===== src/rtl/sevenseg_scan_decoder.sv =====
// Seven-segment scan decoder: watches a multiplexed common-anode segment/enable bus
// and rebuilds the BCD digit, decimal point and frame/timeout status for each digit.
module sevenseg_scan_decoder #(
    parameter int DATAWIDTH      = 8,
    parameter int NUM_DISP       = 4,
    parameter int STABLE_CYCLES  = 16,
    parameter int TIMEOUT_CYCLES = 2000000
) (
    input  logic                    clk,
    input  logic                    rst,
    input  logic [DATAWIDTH-1:0]    sevensegment,
    input  logic [NUM_DISP-1:0]     enable,
    output logic [4*NUM_DISP-1:0]   digit_bcd,
    output logic [NUM_DISP-1:0]     digit_dp,
    output logic [NUM_DISP-1:0]     digit_valid,
    output logic                    frame_strobe,
    output logic                    code_err,
    output logic                    timeout
);

    localparam int SCW = $clog2(STABLE_CYCLES);
    localparam int TCW = $clog2(TIMEOUT_CYCLES);
    localparam logic [SCW-1:0] STABLE_MAX = SCW'(STABLE_CYCLES - 1);
    localparam logic [TCW-1:0] TO_MAX     = TCW'(TIMEOUT_CYCLES - 1);
    localparam logic [NUM_DISP-1:0] SEL_ONE = NUM_DISP'(1);

    typedef enum logic [1:0] {
        SETTLE  = 2'd0,
        CAPTURE = 2'd1,
        HOLD    = 2'd2
    } state_t;

    // Active-low abcdefg pattern to BCD; 4'hF marks an unrecognised pattern.
    function automatic logic [3:0] decode7(input logic [6:0] abcdefg);
        logic [3:0] v;
        case (abcdefg)
            7'b0000001: v = 4'd0;
            7'b1001111: v = 4'd1;
            7'b0010010: v = 4'd2;
            7'b0000110: v = 4'd3;
            7'b1001100: v = 4'd4;
            7'b0100100: v = 4'd5;
            7'b0100000: v = 4'd6;
            7'b0001111: v = 4'd7;
            7'b0000000: v = 4'd8;
            7'b0001100: v = 4'd9;
            default:    v = 4'hF;
        endcase
        return v;
    endfunction

    function automatic logic [SCW-1:0] stable_next(input logic [SCW-1:0] cnt,
                                                   input logic          changed);
        logic [SCW-1:0] v;
        if (changed)
            v = '0;
        else if (cnt == STABLE_MAX)
            v = cnt;
        else
            v = cnt + SCW'(1);
        return v;
    endfunction

    function automatic logic [TCW-1:0] timeout_next(input logic [TCW-1:0] cnt);
        return (cnt == TO_MAX) ? cnt : cnt + TCW'(1);
    endfunction

    logic [DATAWIDTH-1:0]  r_seg_p0, r_seg_p1, r_seg_p2;
    logic [NUM_DISP-1:0]   r_en_p0, r_en_p1, r_en_p2;
    logic [SCW-1:0]        r_stable_cnt;
    state_t                r_state, w_state_next;
    logic                  w_capture;
    logic                  w_changed;
    logic [NUM_DISP-1:0]   w_sel;
    logic                  w_eligible;
    logic [3:0]            w_dec;
    logic [TCW-1:0]        w_to_next;

    logic [4*NUM_DISP-1:0] r_bcd;
    logic [NUM_DISP-1:0]   r_dp;
    logic [NUM_DISP-1:0]   r_valid;
    logic [NUM_DISP-1:0]   r_mask;
    logic                  r_frame;
    logic                  r_err;
    logic [TCW-1:0]        r_to_cnt;
    logic                  r_timeout;

    // p0/p1: two-flop synchronizer, p1 is the working sample; p2 is the previous sample
    always_ff @(posedge clk) begin
        if (rst) begin
            r_seg_p0 <= '1;
            r_seg_p1 <= '1;
            r_seg_p2 <= '1;
            r_en_p0  <= '1;
            r_en_p1  <= '1;
            r_en_p2  <= '1;
        end else begin
            r_seg_p0 <= sevensegment;
            r_seg_p1 <= r_seg_p0;
            r_seg_p2 <= r_seg_p1;
            r_en_p0  <= enable;
            r_en_p1  <= r_en_p0;
            r_en_p2  <= r_en_p1;
        end
    end

    assign w_changed  = (r_seg_p1 != r_seg_p2) || (r_en_p1 != r_en_p2);
    assign w_sel      = ~r_en_p1;
    assign w_eligible = (w_sel != '0) && ((w_sel & (w_sel - SEL_ONE)) == '0);
    assign w_dec      = decode7(r_seg_p1[7:1]);
    assign w_to_next  = timeout_next(r_to_cnt);

    always_ff @(posedge clk) begin
        if (rst) begin
            r_stable_cnt <= '0;
            r_state      <= SETTLE;
        end else begin
            r_stable_cnt <= stable_next(r_stable_cnt, w_changed);
            r_state      <= w_state_next;
        end
    end

    // Capture fires on the SETTLE->CAPTURE transition so outputs land on that same edge.
    always_comb begin
        w_state_next = r_state;
        w_capture    = 1'b0;
        case (r_state)
            SETTLE: begin
                if (!w_changed && (r_stable_cnt == STABLE_MAX) && w_eligible) begin
                    w_state_next = CAPTURE;
                    w_capture    = 1'b1;
                end
            end
            CAPTURE: begin
                w_state_next = w_changed ? SETTLE : HOLD;
            end
            HOLD: begin
                if (w_changed)
                    w_state_next = SETTLE;
            end
            default: begin
                w_state_next = SETTLE;
            end
        endcase
    end

    // capture / frame / timeout stage
    always_ff @(posedge clk) begin
        if (rst) begin
            r_bcd     <= '1;
            r_dp      <= '0;
            r_valid   <= '0;
            r_mask    <= '0;
            r_frame   <= 1'b0;
            r_err     <= 1'b0;
            r_to_cnt  <= '0;
            r_timeout <= 1'b0;
        end else begin
            r_frame <= 1'b0;
            r_err   <= 1'b0;
            if (w_capture) begin
                for (int i = 0; i < NUM_DISP; i++) begin
                    if (w_sel[i]) begin
                        r_bcd[4*i +: 4] <= w_dec;
                        r_dp[i]         <= ~r_seg_p1[0];
                    end
                end
                r_valid <= r_valid | w_sel;
                if ((r_mask | w_sel) == '1) begin
                    r_mask  <= '0;
                    r_frame <= 1'b1;
                end else begin
                    r_mask <= r_mask | w_sel;
                end
                r_err     <= (w_dec == 4'hF);
                r_to_cnt  <= '0;
                r_timeout <= 1'b0;
            end else begin
                r_to_cnt <= w_to_next;
                // Displayed digits are kept on timeout; only validity and frame progress drop.
                if (w_to_next == TO_MAX) begin
                    r_timeout <= 1'b1;
                    r_valid   <= '0;
                    r_mask    <= '0;
                end
            end
        end
    end

    assign digit_bcd    = r_bcd;
    assign digit_dp     = r_dp;
    assign digit_valid  = r_valid;
    assign frame_strobe = r_frame;
    assign code_err     = r_err;
    assign timeout      = r_timeout;

endmodule


===== config.mk =====
export PLATFORM = sky130hd
export DESIGN_NAME = sevenseg_scan_decoder
export DESIGN_NICKNAME = d
export VERILOG_FILES = /design/src/rtl/sevenseg_scan_decoder.sv
export SDC_FILE = /design/constraint.sdc
export NUM_CORES = 1
export LEC_CHECK = 0
export ABC_AREA = 0
export CAP_MARGIN = 40
export CORE_MARGIN = 1.5
export CORE_UTILIZATION = 61
export DETAILED_ROUTE_END_ITERATION = 12
export PLACE_DENSITY = 0.85
export SLEW_MARGIN = 10
export SYNTH_ARGS = -nofsm -noshare
export SYNTH_HDL_FRONTEND = slang
export SYNTH_SLANG_ARGS = --single-unit

===== constraint.sdc =====
create_clock -name clk -period 5.6 [get_ports clk]
set_input_delay 0.84 -clock clk [delete_from_list [all_inputs] [get_ports clk]]
set_output_delay 0.84 -clock clk [all_outputs]
set_load 0.02 [all_outputs]

Word level (Yosys, flattened, before mapping)
Cells that the tools add are included.
{"block": "word_totals", "inputBits": 14, "elab_cells": 82, "register_bits": 94, "output_inout_bits": 27}
{"block": "classes", "n_mux": 13, "add_sub_neg": 3, "eq_ne": 20, "n_reduce_logical": 18, "bitwise": 6}
{"cell": "$eq 21x21->1 const B", "count": 2}
{"cell": "$pmux 4 s10", "count": 1}
{"cell": "$add 21x1->21 const B", "count": 1}
{"cell": "$mux 21", "count": 1}
{"cell": "$mux 4", "count": 4}
{"cell": "$eq 7x4->1 const B", "count": 2}
{"cell": "$eq 7x6->1 const B", "count": 2}
{"cell": "$eq 7x7->1 const B", "count": 2}
{"cell": "$eq 4x4->1 const B", "count": 3}
{"cell": "$reduce_and 2->1", "count": 5}
{"cell": "$ne 8x8->1", "count": 1}
{"cell": "$or 4x4->4", "count": 2}
{"cell": "$eq 7x1->1 const B", "count": 1}
{"cell": "$eq 7x3->1 const B", "count": 1}
{"cell": "$eq 7x5->1 const B", "count": 1}
{"cell": "$logic_not 7->1", "count": 1}
{"cell": "$mux 2", "count": 3}
{"cell": "$pmux 2 s3", "count": 1}
{"cell": "$reduce_or 2->1", "count": 3}
{"cell": "$add 4x1->4 const B", "count": 1}
{"cell": "$and 4x4->4", "count": 1}
{"cell": "$logic_not 4->1", "count": 1}
{"cell": "$ne 2x2->1 const B", "count": 2}
{"cell": "$ne 4x4->1", "count": 1}
{"cell": "other kinds (12)", "count": 17}

Longest topological paths before layout
{"block": "depth", "word_depth": 10, "depth_mapped": 8, "depth_no_buf": 7}

Worst setup path after synthesis
Ideal clock, no wire load.
{"block": "synth_path", "path_kind": "reg2reg", "startpoint": "reg r_to_cnt[0]", "endpoint": "reg r_mask[3]", "period_less_slack_ns": 2.289, "setup_slack_ns": 3.311, "stages_incl_launch_ff": 8, "required_ns": 5.465, "path_buffers": 0, "setup_time_ns": 0.135, "arrival_time_ns": 2.154, "cell_sequence": "dfxtp_1 > ha_1 > nand4_2 > nor4_1 > o211a_1 > o22ai_1 > nor4b_4 > o22ai_1"}
{"block": "synth_via", "elab_chain_cells": 4, "word_cells_on_any_way": 5, "classes_between": "add/sub (1); eq/ne (2); mux (1); reduce/logical (1)"}
{"item": "from (decl)", "line": "85", "text": "logic [TCW-1:0] r_to_cnt;"}
{"item": "from (signal assigned)", "line": "179", "text": "r_to_cnt <= w_to_next;"}
{"item": "$add 21x1->21 or $eq 21x21->1 (tied branches)", "line": "65", "text": "return (cnt == TO_MAX) ? cnt : cnt + TCW'(1);"}
{"item": "$mux 21 *", "line": "65"}
{"item": "$eq 21x21->1 *", "line": "181", "text": "if (w_to_next == TO_MAX) begin"}
{"item": "$reduce_bool 2->1 (no line) *"}
{"item": "to (signal assigned)", "line": "173", "text": "r_mask <= r_mask | w_sel;"}
{"item": "to (decl)", "line": "82", "text": "logic [NUM_DISP-1:0] r_mask;"}
Every way passes the cells marked *; elsewhere a longest branch is shown, timed or not.
A chain may end at the register's enable or synchronous reset.

Worst setup path in the final report
Same ends and word-level chain as after synthesis.

==> impl_metrics.toml <==
[setup_path]
crit_path_start_kind = "flop"
cp-end-kind = "flop"
cp_data_arrival_time_ns = 3.04
rr_worst_depth = 7
r2r_slack_ns = 2.78
critical_path_required_ns = 5.82
crit_start = "r_to_cnt[0]$_SDFF_PP0_"
worstReg2RegStart = "r_to_cnt[0]$_SDFF_PP0_"
crit_end = "r_mask[3]$_SDFFE_PP0P_"
timing.rr.end = "r_mask[3]$_SDFFE_PP0P_"
critical_path_peak_fanout = 9
worstSetupPathType = "flop to flop"

[floorplan]
coreArea_um2 = 6390
num_io_pins = 41
dieArea_um2 = 7130
die_height_um = 84.5
initial_core_util_pct = 63.4
die_w_um = 84.5
rows = 29

[logic_synthesis]
synth_cell_type_count = 53
syn_nets = 457
synth_flop_cell = "dfxtp_1"
syn_area_um2 = 4050
synthCells = 441
yosysSeqAreaShare_pct = 46.5
synth_warnings = 0
synth_edf_count = 0
ys_ff_latch = 94
async_reset_ff_share_pct = 0
syn_avg_cell_area_um2 = 9.18

[clock_tree]
cts-root-buf = "clkbuf_8"
ctsHoldBuffers = 0
cts_tree = "built"
htreeDepth = 3
path_clk_slew_ns = 0.09
clk_latency_ns = 0.36
clock_sinks = 94
clockBufferDepth = 2
numCtsBuffers = 9
post_cts_buffers = 0
cts_resized = 0

[global_route]
grt_pass1_wl_um = 13600
grt_max_degree = 73
grt_use_total_pct = 23.6
grt_pass1_vias = 2948
antenna_found_initial = 0
overflow = 0

[pwr]
internal_power_w = 0.000926
swShare_pct = 23.5
pwr-share-comb_pct = 4.7
clockPowerShare_pct = 37.9
p_leak_nw = 1.61
p_seq_share_pct = 57.4
p_switching_w = 0.000285
p_per_area_nw_per_um2 = 261
peakVddDrop_mv = 0.316

[finish]
drive_above_1_share_pct = 15.3
multi_input_area_um2 = 2020
layout_commonest_cell = "dfxtp_1"
stdcell_count = 548
regArea_um2 = 1880
fillers = 469
area_growth_pct = 14.4
final_cell_mix = "dfxtp_1, nor2_1, clkdlybuf4s50_1, or2_2, nand2_1"
n_antenna_cell = 0
nets = 482

[sta]
rsz0062_at_grt = "false"
tightest_slew_ns = 0.983
setup_viol = 0
report.final.hold_viol_count = 0
fin_crit_ns = 2.82
finalSetupTns_ns = 0
final_max_slew_viol_count = 0
skew_ns = 0.0107
hold_slack_ns = 0.408
max_freq_mhz = 355
min_period_over_period_pct = 50.3
maxSlewHeadroom_pct = 34.5

[routing]
via_per_inst = 5.73
route.detailed.drc = 0
ant_nets = 0
drt_first_iter_violations = 126
vias = 3142
wl_per_cell_um = 14.9
firstDrtPassIters = 5
routed_wirelength_um = 8150

[flow_run]
drv_cap = 0

[placement]
gp_congestion = 0.928
portBuffers = 40
dpl.hpwl_um = 5660
placed_cells = 532

[hold_path]
hp-class = "flop to flop"

[run_status]
status = "finished clean"
## through the flow
| stage | worst slack, ns | instance area [µm²] | utilization, % | total power, W |
|---|---|---|---|---|
| final | 2.78 | 4630 | 72.5 | 0.00121 |
| after global routing | 2.53 | 4630 | 72.5 | 0.00126 |
| after CTS | 2.77 | 4630 | 72.5 | 0.00122 |
| after detailed placement | 2.79 | 4430 | 69.3 | 0.000768 |
| after global placement | 2.90 | 4420 | 69.1 | 0.000765 |
| after floorplan | 3.31 | 4050 | - | 0.000752 |
## state kept, by name (all words and copies together), names as in the netlist
signal / cells
r_en_p0: 4
frame_strobe: 1
digit_dp: 4
r_state: 2
r_en_p2: 4
r_seg_p1: 8
r_stable_cnt: 4
digit_valid: 4
r_seg_p0: 8
r_to_cnt: 21
r_en_p1: 4
r_seg_p2: 8
r_mask: 4
digit_bcd: 16
timeout: 1
code_err: 1
## critical path: stages (launching register included)
cell     delay (ns)
dfxtp_1        0.44
ha_1           0.29
nand4_2        0.24
nor4_1         0.64
o211a_1        0.25
o22ai_1        0.10
nor4b_4        0.52
o22ai_1        0.19
## worst min path at each step
stage | endpoint | slack [ns] | from | cells after the start
6_report | r_seg_p1[7]$_SDFF_PP1_ | 0.41 | r_seg_p0[7]$_SDFF_PP1_ | 1
2_1_floorplan | r_en_p1[0]$_SDFF_PP1_ | 0.39 | r_en_p0[0]$_SDFF_PP1_ | 1
5_1_grt | r_seg_p1[5]$_SDFF_PP1_ | 0.43 | r_seg_p0[5]$_SDFF_PP1_ | 1
3_5_place_dp | r_seg_p1[7]$_SDFF_PP1_ | 0.39 | r_seg_p0[7]$_SDFF_PP1_ | 1
3_3_place_gp | r_seg_p1[1]$_SDFF_PP1_ | 0.39 | r_seg_p0[1]$_SDFF_PP1_ | 1
4_1_cts | r_seg_p1[7]$_SDFF_PP1_ | 0.41 | r_seg_p0[7]$_SDFF_PP1_ | 1
## area by class of cell
| cell class | count | share of cell area, % |
|---|---|---|
| multi-input cells | 313 | 43.5 |
| flip-flops and latches | 94 | 40.6 |
| repair buffers | 43 | 8.97 |
| clock buffers | 10 | 2.76 |
| well taps | 77 | 2.08 |
| clock inverters | 6 | 1.65 |
| inverters | 5 | 0.405 |
## cell usage after synthesis (all sizes together), types with 4 or more instances
master   n  share of area [%]
dfxtp   94                 46
nor2    44                4.1
or2     40                6.2
nand2   22                2.0
nor3    21                2.6
xnor2   20                4.3
xor2    18                3.9
clkbuf  17                1.6
a21oi   16                2.0
nand3   15                2.0
nor4    14                3.2
o21ai   14                1.7
nand3b  13                2.4
buf     12                1.7
a211oi   9                1.7
or3      8                1.5
nand4    7                1.4
nor2b    6               0.93
o22ai    6               0.93
inv      5               0.46
mux2i    5                1.2
a31oi    4               0.62
## kinds of logic (layout without fill, tap and decap cells)
group | count (synthesis) | in the layout | share of synthesized area (%)
compound gates | 62 | 62 | 9.80
xor+xnor | 38 | 38 | 8.22
fa+ha+maj | 2 | 2 | 0.618
buf+inv | 34 | 64 | 3.71
flops | 94 | 94 | 46.5
mux | 5 | 5 | 1.24
simple gates | 206 | 206 | 29.9
## power groups by stage
stage               combinational (W)  clock [W]  sequential, W
floorplan                   0.0000514          0       0.000701
global placement            0.0000551          0       0.000710
detailed placement          0.0000574          0       0.000710
CTS                         0.0000578   0.000467       0.000695
global route                0.0000637   0.000497       0.000697
finish                      0.0000575   0.000458       0.000695
## routing by layer
metal  up-vias  routed length [µm]  global-route usage, %
li1       1569                   -                      -
met1      1473                3440                   28.4
met2        87                4100                   40.5
met3        13                 458                   6.49
met4         0                 149                   8.65
met5         -                   0                      0
Power figures use the tool's default switching activity.
